## src/rtl/ram_rd_stream.sv

```systemverilog
// ram_rd_stream
//   Read-side sequencer for a single-port synchronous RAM with a 1-cycle
//   registered read. It accepts a (start_addr, len) command and issues
//   back-to-back RAM reads. It turns the fixed read latency into a
//   valid/ready stream with full backpressure.
//
//   Flow control: a read is issued only while the words already owed to the
//   consumer fit in the 2-entry skid FIFO. "Owed" means words in the FIFO plus
//   the word in flight from the RAM, minus the word popped this cycle. Because
//   of this rule the FIFO can never overflow.
//
//   The word in flight is presented on the stream in the same cycle that
//   ram_q carries it (bypass). If that word is not taken, it is written into
//   the FIFO. It then stays at the stream head, so out_data does not change
//   while the stream is stalled.
//
// Optional feature (macro RAM_RD_STREAM_LAST_EN):
//   When the macro is defined, the module has an extra output out_last. It is
//   high while the final word of the burst is on the stream.
//
// Ports
//   clk, rst             clock (posedge); asynchronous active-high reset
//   start, start_addr    command strobe and first word address
//   len                  number of words (0 -> done pulse only)
//   busy, done           command in progress / one-cycle completion pulse
//   ram_addr, ram_en     RAM read port (one read per cycle while ram_en)
//   ram_we, ram_d        write side, tied off
//   ram_q                RAM read data, valid the cycle after ram_en
//   out_data, out_valid  output stream
//   out_ready            consumer ready
//   out_last             (macro only) final word marker
module ram_rd_stream #(
  parameter int DWIDTH = 32,
  parameter int AWIDTH = 14,
  parameter int LWIDTH = 15
) (
  input  logic              clk,
  input  logic              rst,
  input  logic              start,
  input  logic [AWIDTH-1:0] start_addr,
  input  logic [LWIDTH-1:0] len,
  output logic              busy,
  output logic              done,
  output logic [AWIDTH-1:0] ram_addr,
  output logic              ram_en,
  output logic              ram_we,
  output logic [DWIDTH-1:0] ram_d,
  input  logic [DWIDTH-1:0] ram_q,
  output logic [DWIDTH-1:0] out_data,
  output logic              out_valid,
`ifdef RAM_RD_STREAM_LAST_EN
  output logic              out_last,
`endif
  input  logic              out_ready
);

  typedef enum logic {IDLE, RUN} state_t;

  state_t            state, state_next;
  logic [AWIDTH-1:0] addr;
  logic [LWIDTH-1:0] rd_left;
  logic [LWIDTH-1:0] out_left;
  logic              inflight;
  logic              done_q;
  logic [DWIDTH-1:0] fifo_mem [2];
  logic              wr_ptr, rd_ptr;
  logic [1:0]        fifo_cnt;

  logic              pop, issue, accept, zero_cmd, last_pop;
  logic              fifo_push, fifo_pop;
  logic [2:0]        owed;

  // Stream head: the FIFO first, otherwise the word arriving from the RAM.
  // ram_q is looked at only while a read is in flight, because it holds stale
  // data at all other times.
  assign out_valid = (fifo_cnt != 2'd0) | inflight;
  assign out_data  = (fifo_cnt != 2'd0) ? fifo_mem[rd_ptr] :
                     (inflight ? ram_q : '0);
  assign pop       = out_valid & out_ready;

  // Words still owed after this cycle's pop. This equals the next FIFO count,
  // because the in-flight word either leaves via bypass or lands in the FIFO.
  assign owed      = {1'b0, fifo_cnt} + {2'b00, inflight} - {2'b00, pop};

  assign fifo_push = inflight & ~(pop & (fifo_cnt == 2'd0));
  assign fifo_pop  = pop & (fifo_cnt != 2'd0);

  assign busy      = (state == RUN);
  assign done      = done_q;
  assign ram_addr  = addr;
  assign ram_en    = issue;
  assign ram_we    = 1'b0;
  assign ram_d     = '0;

`ifdef RAM_RD_STREAM_LAST_EN
  assign out_last  = (state == RUN) & out_valid & (out_left == LWIDTH'(1));
`endif

  always_comb begin
    state_next = state;
    accept     = 1'b0;
    zero_cmd   = 1'b0;
    last_pop   = 1'b0;
    issue      = 1'b0;
    case (state)
      IDLE: begin
        if (start) begin
          if (len != '0) begin
            accept     = 1'b1;
            state_next = RUN;
          end else begin
            zero_cmd   = 1'b1;
          end
        end
      end
      RUN: begin
        issue    = (rd_left != '0) && (owed <= 3'd1);
        last_pop = pop && (out_left == LWIDTH'(1));
        if (last_pop) state_next = IDLE;
      end
      default: state_next = IDLE;
    endcase
  end

  always_ff @(posedge clk or posedge rst) begin
    if (rst) begin
      state    <= IDLE;
      addr     <= '0;
      rd_left  <= '0;
      out_left <= '0;
      inflight <= 1'b0;
      done_q   <= 1'b0;
      wr_ptr   <= 1'b0;
      rd_ptr   <= 1'b0;
      fifo_cnt <= 2'd0;
      for (int i = 0; i < 2; i++) fifo_mem[i] <= '0;
    end else begin
      state    <= state_next;
      done_q   <= zero_cmd | last_pop;
      inflight <= issue;
      if (accept) begin
        addr     <= start_addr;
        rd_left  <= len;
        out_left <= len;
      end else begin
        if (issue) begin
          addr    <= addr + 1'b1;   // wraps naturally at 2^AWIDTH
          rd_left <= rd_left - 1'b1;
        end
        if (pop) out_left <= out_left - 1'b1;
      end
      if (fifo_push) begin
        fifo_mem[wr_ptr] <= ram_q;
        wr_ptr           <= ~wr_ptr;
      end
      if (fifo_pop) rd_ptr <= ~rd_ptr;
      fifo_cnt <= owed[1:0];
    end
  end

endmodule

```

## config.mk

```make
export PLATFORM = sky130hd
export DESIGN_NAME = ram_rd_stream
export DESIGN_NICKNAME = d
export VERILOG_FILES = /design/src/rtl/ram_rd_stream.sv
export SDC_FILE = /design/constraint.sdc
export NUM_CORES = 1
export LEC_CHECK = 0
export CORE_MARGIN = 3
export CORE_UTILIZATION = 38
export CTS_BUF_LIST = sky130_fd_sc_hd__clkbuf_16
export DETAILED_ROUTE_END_ITERATION = 12
export GPL_TIMING_DRIVEN = 0
export SYNTH_ARGS = -nofsm -noshare
export SYNTH_HDL_FRONTEND = slang
export SYNTH_SLANG_ARGS = --single-unit
```

## constraint.sdc

```tcl
create_clock -name clk -period 4.5 [get_ports clk]
set_input_delay 0.9 -clock clk [delete_from_list [all_inputs] [get_ports clk]]
set_output_delay 0.9 -clock clk [all_outputs]
set_load 0.02 [all_outputs]
```

==> metrics.txt, run 1 <==
Clock Latency Late Sink=about 0.42 ns; Top FF cell, synth=dfrtp_1; max frequency=between 200 and 250 MHz; post-synth top area share=~46%; top cells by area, synth=dfrtp_1 (46%), mux2_2 (12%), mux2i_1 (5.2%); endpoints failing hold=0; Worst Skew=roughly 0.0096 ns; GRT Overall Usage=a little under a fifth; Startpoint Class=primary input; hpwl dp=between 10,000 and 15,000 µm; Layout Area Growth over Synthesis=37.6%; CTS tree=yes; # clock sinks=~120; fin crit share=a little over nine tenths; Ports=148; dpl cell area=between 0.007 and 0.008 mm²; Max clock buf depth=2; Largest delay share family, worst path=buffers and inverters; Initial Utilization=about two fifths; number of synthesis warnings=0; first-pass GRT wire length=about 26,000 µm; port buffer count=~110; syn_area_per_cell=~11 µm²; # setup viols final=0; layout cells sized above 1=~21%; Die Wd=between 100 and 150 µm; largest stage delay on the critical path=~0.46 ns; Post-Route Utilization=53.5%; Power Total=a little under 7 mW; Max Slew Vio Count=0; run status=complete, no violations; post-synth top area cell=dfrtp_1; Congestion Overflow GR=0; fraction of registers with async set/reset=100%; diode count=0; Period minus WS final=~4.3 ns; Fill cells=roughly 1,400; Post-CTS Hold Buffers=0; reg2reg setup slack=roughly 0.59 ns; VDD IR-drop max=between 0.3 and 0.4 mV; Critical Path Fanout Max=15; via count=~5,000; crit end category=output pin; CP Cell Sequence=clkdlybuf4s50_1 -> nand2_2 -> inv_2 -> ha_1 -> inv_1 -> ha_1 -> fa_1 -> xor2_2 -> nor3b_4 -> nand2_2 -> inv_4 -> buf_4; TritonCTS buffer count=17; clk root buf=clkbuf_16; clock-pin slew on the worst setup and hold paths=0.05 ns; Min-Delay Path Class=flop to flop; part of the Yosys area used for sequential elements=a little under half; crit path DAT=roughly 3.4 ns; Yosys reg bits=between 100 and 150; Lkg Pwr=around 3.6 nW; total core area=0.0159 mm²; max-cap violations=0; First-pass DRT Iterations=5; largest net degree at the start of global routing=87; total die area=0.0179 mm²; Post-synth EDFFs=0; Worst EP required=between 3 and 4 ns; fin nets=between 800 and 900; Vias/cell=between 5 and 6; CP Class=primary input to output pin; Worst Tran Pin Value=just over 0.8 ns; Syn Inst Count=586; H-Tree Depth=4; Pwr per Cell Area=roughly 800 mW/mm²; Buf/Inv on CP=5; RSZ-0062 raised after global routing=false; max_slew headroom=between 40% and 50%; row cnt=46; antenna violations before repair=0; design area=0.00852 mm²; Post-Syn Area=0.00619 mm²; vias in the first global route=roughly 5,000; Crit-path slowest cell=clkdlybuf4s50_1; per-cell routed wire length=roughly 17 µm; DIE HEIGHT=approximately 130 µm; routability cong.=~0.86; final WL=roughly 17,000 µm; # DRC=0; Detailed Route Iter0 Violations=about 370; Netlist cell types=55; Final ANT Viol Nets=0
-- state kept, by name, summed over array words and instances, names as in the netlist --
name,flops
fifo_mem,64
out_left,15
rd_left,15
ram_addr,14
fifo_cnt,2
busy,1
done,1
inflight,1
rd_ptr,1
wr_ptr,1
-- synthesized netlist by cell type (all sizes together) (9+ instances only) --
cell type / number
a21oi: 13
buf: 43
clkbuf: 20
dfrtp: 115
inv: 15
mux2: 64
mux2i: 32
nand2: 27
nand3: 48
nor2: 25
nor3: 11
o21ai: 59
or4: 9
xnor2: 12
xor2: 10
-- cell usage in the layout (no fill, tap or decap), types with 12 or more instances in the layout --
master / instances
dfrtp_1: 115
clkdlybuf4s50_1: 113
mux2_2: 64
o21ai_0: 58
nand3_1: 48
buf_4: 41
conb_1: 33
mux2i_1: 32
nor2_1: 25
nand2_1: 25
clkbuf_1: 19
clkbuf_16: 17
inv_1: 13
xnor2_1: 12
a21oi_1: 12
-- metrics by stage --
stage                     cells  setup WS (ns)  hold WS, ns  TNS (ns)
after detailed placement    949          -1.10        0.494     -1.10
after global placement      948          -1.21        0.481   -139.38
after global routing        986         0.0350        0.515         0
after floorplan             618          0.426        0.468         0
final                       986          0.202        0.503         0
after CTS                   984         0.0312        0.504         0
-- worst register-to-register path, cell delays in order, from the launching register on --
cell	delay, ns
dfrtp_1	0.37
buf_2	0.17
or3_1	0.41
nand2_2	0.09
inv_2	0.07
ha_1	0.27
inv_1	0.04
ha_1	0.18
fa_1	0.41
xor2_2	0.18
buf_4	0.13
buf_4	0.09
nand3b_1	0.18
o21ai_1	0.64
o21ai_0	0.21
a221o_1	0.34
-- repair_timing --
| item | in CTS | in global routing |
|---|---|---|
| pin swaps | 0 | 1 |
| gates cloned | 0 | 0 |
| buffers inserted | 3 | 3 |
| resized for setup | 12 | 2 |
| setup endpoints to repair | 1 | 1 |
-- where the power goes --
| group | switching, mW | internal [mW] | total (mW) |
|---|---|---|---|
| Clock | 0.488 | 1.15 | 1.63 |
| Sequential | 0.369 | 1.54 | 1.91 |
| Combinational | 1.76 | 1.58 | 3.34 |
-- path summary, 6_finish.rpt --
path,from,end,cells past startpoint
worst max-delay path,out_ready,ram_en,12
worst min-delay path,fifo_mem[38],fifo_mem[38],1
worst max register to register,inflight,rd_left[10],15
worst min register to register,fifo_mem[38],fifo_mem[38],1
max in group asynchronous,rst,rd_ptr,3
min in group asynchronous,rst,rd_left[14],2
-- kinds of logic (layout without fill, tap and decap cells) --
group	count (synthesis)	after routing	synth area share, %
fa+ha+maj	7	7	1.54
flops	115	115	46.5
mux	96	96	16.8
simple gates	161	161	14.1
xor+xnor	22	22	3.11
buf+inv	78	230	6.99
compound gates	106	106	10.9
other cells	1	33	0.0605
-- routing by layer --
| layer | part of all wire, % | track usage, % | up-vias | routed length (µm) |
|---|---|---|---|---|
| met5 | 0 | 0 | - | 0 |
| met4 | 1.6 | 5.03 | 0 | 272 |
| met3 | 5.0 | 4.57 | 28 | 824 |
| met2 | 48 | 30.1 | 163 | 7890 |
| met1 | 46 | 25.2 | 2553 | 7570 |
| li1 | - | - | 2406 | - |
-- final cells by class --
cell class	instances	area, µm²	share of cell area (%)
Buffer	62	373	4.38
Timing Repair Buffer	121	1210	14.2
Clock buffer	17	425	4.99
Inverter	15	63.8	0.749
Tap cell	216	270	3.17
Clock inverter	15	287	3.36
Sequential cell	115	2880	33.8
Multi-Input combinational cell	425	3010	35.4
Note: power is estimated with default switching activity, not from simulation.
==> run 2, diff against run 1 <==
--- a/config.mk
+++ b/config.mk
@@ -5,7 +5,6 @@
 export SDC_FILE = /design/constraint.sdc
 export NUM_CORES = 1
 export LEC_CHECK = 0
-export CORE_MARGIN = 3
 export CORE_UTILIZATION = 38
 export CTS_BUF_LIST = sky130_fd_sc_hd__clkbuf_16
 export DETAILED_ROUTE_END_ITERATION = 12
==> constraint.sdc (replaced) <==
create_clock -name clk -period 5.1 [get_ports clk]
set_input_delay 1.02 -clock clk [delete_from_list [all_inputs] [get_ports clk]]
set_output_delay 1.02 -clock clk [all_outputs]
set_load 0.02 [all_outputs]
==> run 2 against run 1 <==
Total power shrank 17%. Critical endpoint unchanged. First-iteration DRC count grew 2.5%. Register-to-register slack gained 0.61 ns. Clock skew shrank 0.00078 ns. Global-route usage grew 1.6 points. Sequential cell count is the same. Worst hold slack lost 0.0061 ns. Die area shrank 5.9%. Largest cell class unchanged.
==> metrics.txt, run 2 (synthesized netlist as in run 1, its figures left out) <==
run status=complete, no violations; Detailed Route Iter0 Violations=375 (+2.5%); vias in the first global route=5,007 (-0.97%); routability cong.=0.872 (+0.86%); multi-input logic area=0.00301 mm² (about the same); Worst Skew=0.00885 ns (-0.000778 ns); commonest cells after routing, fill and taps aside=dfrtp_1 (115), clkdlybuf4s50_1 (113), mux2_2 (64); Sequential Area=0.00288 mm² (unchanged); VDD IR-drop max=0.313 mV (-21%); per-cell routed wire length=16.6 µm (-1.1%); fin crit share=a little over nine tenths; clock-pin slew on the worst setup and hold paths=0.05 ns (about the same); met3 Use GR=4.79% (+0.22 points); Pwr per Cell Area=687 mW/mm² (-15%); Final ANT Viol Nets=0 (unchanged); Congestion Overflow GR=0 (unchanged); clock power share=19.8% (-3.9 points); diode count=0 (unchanged); # clock sinks=115 (unchanged); Fill cells=1,434 (+2.1%); Critical Path Fanout Max=11 (-4); clk root buf=clkbuf_16; antenna violations before repair=0 (unchanged); GRT Overall Usage=20.3% (+1.6 points); Min Hold Slack=0.497 ns (-0.00606 ns); # setup viols final=0 (unchanged); total core area=0.0159 mm² (-0.36%); largest net degree at the start of global routing=62 (-29%); CP Class=primary input to output pin; max-cap violations=0 (unchanged); endpoints failing hold=0 (unchanged); row cnt=46 (unchanged); share of power burned in registers=29.5% (+1.8 points); Die Wd=130 µm (-3.0%); Layout Area Growth over Synthesis=34.7%; TritonCTS buffer count=17 (unchanged); Startpoint Class=primary input; Worst EP required=4.08 ns (+0.48 ns); M2 GR Usage=31.3% (+1.2 points); CTS tree=yes; Lkg Pwr=3.50 nW (-2.5%); most used routing layer=met2; layout cells sized above 1=20.1% (-0.57 points); final WL=16,300 µm (-1.4%); Max Slew Vio Count=0 (unchanged); DIE HEIGHT=130 µm (-3.0%); Sw Pwr=2.29 mW (-12%); First-pass DRT Iterations=5 (unchanged); total die area=0.0168 mm² (-5.9%); Clock Latency Late Sink=0.41 ns (about the same); max_slew headroom=42.8% (-2.8 points); commonest non-fill, non-tap cell in the layout=dfrtp_1; via count=5,099 (-0.99%); Final TNS setup=0 ns (unchanged); max reg flops=64 (unchanged); fin nets=826 (-0.36%); Min-Delay Path Class=flop to flop; Initial Utilization=39.0% (+0.14 points); hpwl dp=11,800 µm (+0.36%); Global Route met1 Usage=27.6% (+2.3 points); Period minus WS final=a little under 5 ns; Ports=148 (unchanged); crit path DAT=3.88 ns (+0.48 ns); internal cell power=3.44 mW (-20%); Comb pwr share=50.7% (+2.2 points); first-pass GRT wire length=25,800 µm (-2.3%); RSZ-0062 raised after global routing=false; max frequency=204 MHz; Reg with most FFs=fifo_mem; # DRC=0 (unchanged); Regs by FF count=fifo_mem (64), out_left (15), rd_left (15); Switching Fraction=40.0% (+2.1 points); port buffer count=114 (unchanged); Worst Tran Pin Value=0.850 ns (+0.0341 ns); Max clock buf depth=2 (unchanged); crit end category=output pin; H-Tree Depth=4 (unchanged); Vias/cell=5.19 (-0.69%)
## run 2: through the flow
step	setup WS [ns]	power (mW)	cells	instance area [µm²]	utilization, %
after floorplan	0.906	3.47	618	6310	-
after global routing	0.00214	6.09	983	8350	52.5
after CTS	0.0151	5.75	982	8330	52.5
final	0.203	5.73	983	8350	52.5
after global placement	-0.767	4.48	948	7730	48.6
after detailed placement	-0.772	4.57	949	7760	48.8
## run 2: final cells by class
type,instances,area share [%]
multi-input combinational,425,36.1
sequential,115,34.5
clock inverter,15,1.71
tap,216,3.24
inverter,15,0.705
timing repair buffer,117,14.1
clock buffer,17,5.10
buffer,63,4.56
## run 2: final timing paths
| check | startpoint | end | slack (ns) | cells past startpoint |
|---|---|---|---|---|
| max | out_ready | ram_en | 0.20 | 13 |
| min | wr_ptr | wr_ptr | 0.50 | 1 |
| max reg2reg | inflight | rd_left[11] | 1.20 | 12 |
| min reg2reg | wr_ptr | wr_ptr | 0.50 | 1 |
| max in group asynchronous | rst | fifo_mem[3] | 3.23 | 3 |
| min in group asynchronous | rst | fifo_mem[24] | 1.12 | 2 |
## run 2: routing by layer
layer | up-vias | routed length [µm]
met3 | 16 | 1160
met4 | 0 | 184
met5 | - | 0
met2 | 197 | 7600
met1 | 2484 | 7370
li1 | 2402 | -
## run 2: repair_timing
item / 4_1_cts / 5_1_grt
hold buffers: 0 / 0
resized for setup: 4 / 4
setup endpoints to repair: 1 / 1
pin swaps: 0 / 0
buffers inserted: 1 / 1
## run 2: power by group through the flow
| stage | registers (mW) | logic (mW) | clock network [mW] |
|---|---|---|---|
| floorplan | 1.67 | 1.80 | 0 |
| global placement | 1.67 | 2.82 | 0 |
| detailed placement | 1.69 | 2.88 | 0 |
| CTS | 1.68 | 2.90 | 1.16 |
| global route | 1.75 | 3.13 | 1.21 |
| finish | 1.69 | 2.90 | 1.14 |
## run 2: critical path, stage by stage
cell and delay [ns]:
clkdlybuf4s50_1 0.44, nand2_1 0.17, inv_1 0.16, ha_1 0.30
inv_1 0.04, ha_1 0.18, fa_1 0.41, xor2_2 0.16
nor3b_4 0.27, nand2_2 0.14, inv_2 0.15, buf_4 0.22
clkbuf_2 0.20
==> patch 1 (config.mk and constraints of run 1) <==
Reset style: synchronous (`rst`), changed in one clocked block. Comments in the files are not updated.
--- a/src/rtl/ram_rd_stream.sv
+++ b/src/rtl/ram_rd_stream.sv
@@ -124,3 +124,3 @@
 
-  always_ff @(posedge clk or posedge rst) begin
+  always_ff @(posedge clk) begin
     if (rst) begin
Check against the original RTL: differs if rst is asserted again (counterexample within 4 cycles, from zero or initial values and one cycle with rst high); with rst held inactive, the same outputs for 10 cycles.
==> patch 1 against run 1 <==
Via count up 1.0%; sequential share of layout area up 1.9 points; sequential cell count up 1; worst setup slack worse by 0.043 ns; synthesized area down 1.0%; power down 37%; final area down 2.6%; non-clock buffer count up 5; wire length up 2.6%.
==> patch 1: results (changes against run 1) <==
| Metric | Value |
|---|---|
| Worst slew pin tran | `0.816 ns (+0.000900 ns)` |
| CP max stage delay | `0.48 ns (+0.02 ns)` |
| Post-synthesis mux area share | `0.0522 (-0.116)` |
| IO Port Bufs | `113 (-0.88%)` |
| Post-CTS Setup Repair Bufs | `2 (-1)` |
| Avg Inst Size Synth | `9.95 sq um (-5.8%)` |
| Adder-cell area share of the yosys netlist | `0.0155 (+0.000157)` |
| Setup Skew | `0.00843 ns (-0.00120 ns)` |
| Clock power frac | `0.292 (+0.055)` |
| First-pass GRT wire length | `27.3 mm (+3.1%)` |
| Largest net degree at the start of global routing | `33 (-62%)` |
| Synth Flop Type | `edfxtp_1` |
| Routability cong. | `0.858 (-0.78%)` |
| CTS resizes | `7 (-5)` |
| Metal3 WL | `1.04 mm (+26%)` |
| DR vias | `5,204 (+1.0%)` |
| Final WL | `17.0 mm (+2.6%)` |
| Leak | `3.05 nW (-15%)` |
| FFs w/ async S/R, synth | `0 (-1.00)` |
| CP max FO | `17 (+2)` |
| Synth cell count leaders | `66 x and2_1, 64 x edfxtp_1, 52 x dfxtp_1` |
| Share of layout cells above drive strength 1 | `0.122 (-0.0849)` |
| Detailed placer's ending HPWL | `12.1 mm (+3.3%)` |
| Vias in the first global route | `5,124 (+1.3%)` |
| Routed met1 length | `7.59 mm (+0.21%)` |
| Status | `finished, final reports clean` |
| Met1 GRT Util | `0.257 (+0.00437)` |
| Count of different cell masters after synthesis | `68 (+24%)` |
| Detailed router's first-iteration violation count | `355 (-3.0%)` |
| GR Util All Layers | `0.194 (+0.00796)` |
| Post-DP Area | `7680 sq um (-1.0%)` |
| Area contributors post-synth | `edfxtp_1 31%, dfxtp_1 17%, and2_1 6.7%` |
| M3 GR Usage | `0.0490 (+0.00335)` |
| Place WS | `-1.13 ns (-0.0276 ns)` |
| Met2 Resource Use GR | `0.313 (+0.0119)` |
==> patch 1: cell count changes in the layout (fill, tap and decap cells not counted), moves of 7 or more <==
cell	delta
and2_1	+59
nand3_1	-10
mux2_2	-64
o21ai_0	-11
dfrtp_1	-115
edfxtp_1	+64
a21oi_1	+18
dfxtp_1	+52
a221o_1	-7
==> patch 1: cell type report <==
cell class	count	area [sq um]
Buffer	69	405
Tap cell	211	264
Clock buffer	17	425
Multi-Input combinational cell	446	2850
Fill cell	1406	7190
Sequential cell	116	2960
Timing Repair Buffer	119	1190
Inverter	16	72.6
Clock inverter	15	129
==> patch 1: final timing paths <==
kind,endpoint,from,depth (start not counted),slack [ns]
setup / recovery,ram_en,out_ready,12,0.16
hold / removal,ram_addr[13]$_SDFFE_PP0P_,ram_addr[13]$_SDFFE_PP0P_,2,0.49
setup reg to reg,ram_addr[12]$_SDFFE_PP0P_,inflight$_SDFF_PP0_,12,0.98
hold reg to reg,ram_addr[13]$_SDFFE_PP0P_,ram_addr[13]$_SDFFE_PP0P_,2,0.49
==> patch 2 (settings of run 1) <==
Made on the original files. Add a define of `RAM_RD_STREAM_LAST_EN`.
--- a/src/rtl/ram_rd_stream.sv
+++ b/src/rtl/ram_rd_stream.sv
@@ -31,2 +31,4 @@
 //   out_last             (macro only) final word marker
+`define RAM_RD_STREAM_LAST_EN
+
 module ram_rd_stream #(
Check against the original RTL (old outputs only; new: out_last): equivalent (equiv_simple and equiv_induct, registers matched by name and starting in step).
==> patch 2 against run 1 <==
Power shrank 5.6%; critical endpoint unchanged; die area grew 0.85%; wire length shrank 1.1%; clock skew shrank 0.0037 ns; synthesized area grew 0.89%; worst setup slack gained 0.011 ns; final area shrank 1.7%; utilization shrank 1.1 points; sequential cell count is the same; count of clock-buffer cells in the layout is the same; register-to-register slack gained 0.34 ns; highest routed layer unchanged.
==> patch 2: results (changes against run 1) <==
| Metric | Value |
|---|---|
| Largest net degree at the start of global routing | `67 (-23%)` |
| Status | `finished, final reports clean` |
| Area contributors post-synth | `dfrtp_1 46%, mux2_2 12%, mux2i_1 5.3%` |
| Place WS | `-1.21 ns (-0.102 ns)` |
| FFs w/ async S/R, synth | `1.00 (unchanged)` |
| Min-Delay Startpoint | `fifo_mem[24]$_DFFE_PP0P_` |
| R2R Setup Slk | `0.93 ns (+0.34 ns)` |
| CP max FO | `15 (unchanged)` |
| Leak | `3.55 nW (-0.94%)` |
| Routed wire per std cell | `16.3 um (-3.0%)` |
| Worst min path class | `flop to flop` |
| First-pass GRT wire length | `26.7 mm (+0.89%)` |
| Clk slew on worst S/H paths | `0.05 ns (about the same)` |
| Worst slew pin tran | `0.838 ns (+0.0221 ns)` |
| Vias in the first global route | `5,213 (+3.1%)` |
| Worst vdd ir | `0.396 mV (-0.27%)` |
| GR Util All Layers | `0.184 (-0.00210)` |
| Routability cong. | `0.863 (-0.19%)` |
| Post-synthesis sequential area ratio | `0.460 (-0.00409)` |
| Worst Hold End | `fifo_mem[24]$_DFFE_PP0P_` |
| Reg2reg start | `inflight$_DFF_PP0_` |
| Maximum clock rate | `233 MHz (+0.26%)` |
| First-pass DRT Iterations | `4 (-1)` |
| Worst-Skew Late Latency | `0.41 ns` |
| WHS Path Cells | `1 (unchanged)` |
| Synth cell count leaders | `115 x dfrtp_1, 64 x mux2_2, 53 x o21ai_0` |
| Nets | `850 (+2.5%)` |
| Via/cell ratio | `5.22 (about the same)` |
| Share of layout cells above drive strength 1 | `0.180 (-0.0265)` |
| Detailed router's first-iteration violation count | `229 (-37%)` |
| Setup Skew | `0.00592 ns (-0.00371 ns)` |
| TritonCTS Buffers | `17 (unchanged)` |
| CTS H-tree depth | `4 (unchanged)` |
| Crit-path slowest cell | `or3_4` |
| Count of different cell masters after synthesis | `49 (-11%)` |
| Top flop regs | `fifo_mem x64, out_left x15, rd_left x15` |
| Root buffer cell | `clkbuf_16` |
| WP data arrival | `3.39 ns (about the same)` |
| CP max stage delay | `0.43 ns (-0.03 ns)` |
| Depth of the worst register-to-register path | `16 (+1)` |
| Detailed placer's ending HPWL | `11.7 mm (-0.44%)` |
| Synth Warn # | `0 (unchanged)` |
| Initial antenna violation count | `0 (unchanged)` |
| Reg-to-reg endpoint | `rd_left[8]$_DFFE_PP0P_` |
| CTS max path bufs | `2 (unchanged)` |
| IO Port Bufs | `115 (+0.88%)` |
| Diodes inserted | `0 (unchanged)` |
| Filler cells | `1,492 (+6.3%)` |
| Top Family by Delay on Critical Path | `simple AND/OR/NAND/NOR gates` |
==> patch 2: logic make-up after synthesis <==
| family | share of synthesized area |
|---|---|
| xor+xnor | 0.0224 |
| fa+ha+maj | 0.0152 |
| simple gates | 0.139 |
| buf+inv | 0.0809 |
| flops | 0.460 |
| compound gates | 0.114 |
| other cells | 0.000600 |
| mux | 0.168 |
==> patch 2: power by group <==
group / leakage (nW) / internal [mW] / total, mW / switching (mW)
registers: 1.40 / 1.54 / 1.88 / 0.340
logic: 1.89 / 1.63 / 3.45 / 1.82
clock network: 0.267 / 0.729 / 1.17 / 0.444
==> patch 2: worst max-delay path by stage <==
stage / cells after the start / endpoint / from / slack [ns]
6_report: 13 / ram_en / inflight$_DFF_PP0_ / 0.21
5_1_grt: 13 / ram_en / inflight$_DFF_PP0_ / 0.01
4_1_cts: 13 / ram_en / inflight$_DFF_PP0_ / 0.06
3_5_place_dp: 13 / ram_en / out_ready / -1.21
3_3_place_gp: 13 / ram_en / out_ready / -1.19
2_1_floorplan: 13 / ram_en / inflight$_DFF_PP0_ / 0.24
==> patch 2: layer usage <==
metal / share of wire / GRT usage / wire length [um] / vias up
met5: 0 / 0 / 0 / -
met4: 0.014 / 0.0543 / 222 / 0
met3: 0.058 / 0.0416 / 952 / 19
met2: 0.48 / 0.310 / 7850 / 169
met1: 0.45 / 0.239 / 7360 / 2595
li1: - / - / - / 2468
==> patch 2: cell type report <==
| type | instances | area (sq um) | share of cell area |
|---|---|---|---|
| clock inverter | 13 | 82.6 | 0.00986 |
| tap | 216 | 270 | 0.0323 |
| buffer | 66 | 408 | 0.0487 |
| multi-input combinational | 435 | 3010 | 0.359 |
| clock buffer | 17 | 425 | 0.0508 |
| inverter | 25 | 114 | 0.0136 |
| timing repair buffer | 118 | 1190 | 0.142 |
| sequential | 115 | 2880 | 0.344 |
==> patch 2: timing repair <==
item                                   CTS  global route
endpoints found under the hold margin    0             0
pin swaps                                1             0
buffers inserted                         2             0
gates resized for setup                 14             2
setup endpoints to repair                1             1
==> patch 2: stage by stage <==
step	setup TNS [ns]	area [sq um]	hold slack, ns	utilization	std cells
2_1_floorplan	0	6370	0.468	-	642
3_3_place_gp	-133.41	7790	0.484	0.487	973
3_5_place_dp	-1.21	7820	0.493	0.489	974
4_1_cts	0	8370	0.505	0.523	1005
5_1_grt	0	8380	0.512	0.524	1005
6_report	0	8380	0.501	0.524	1005
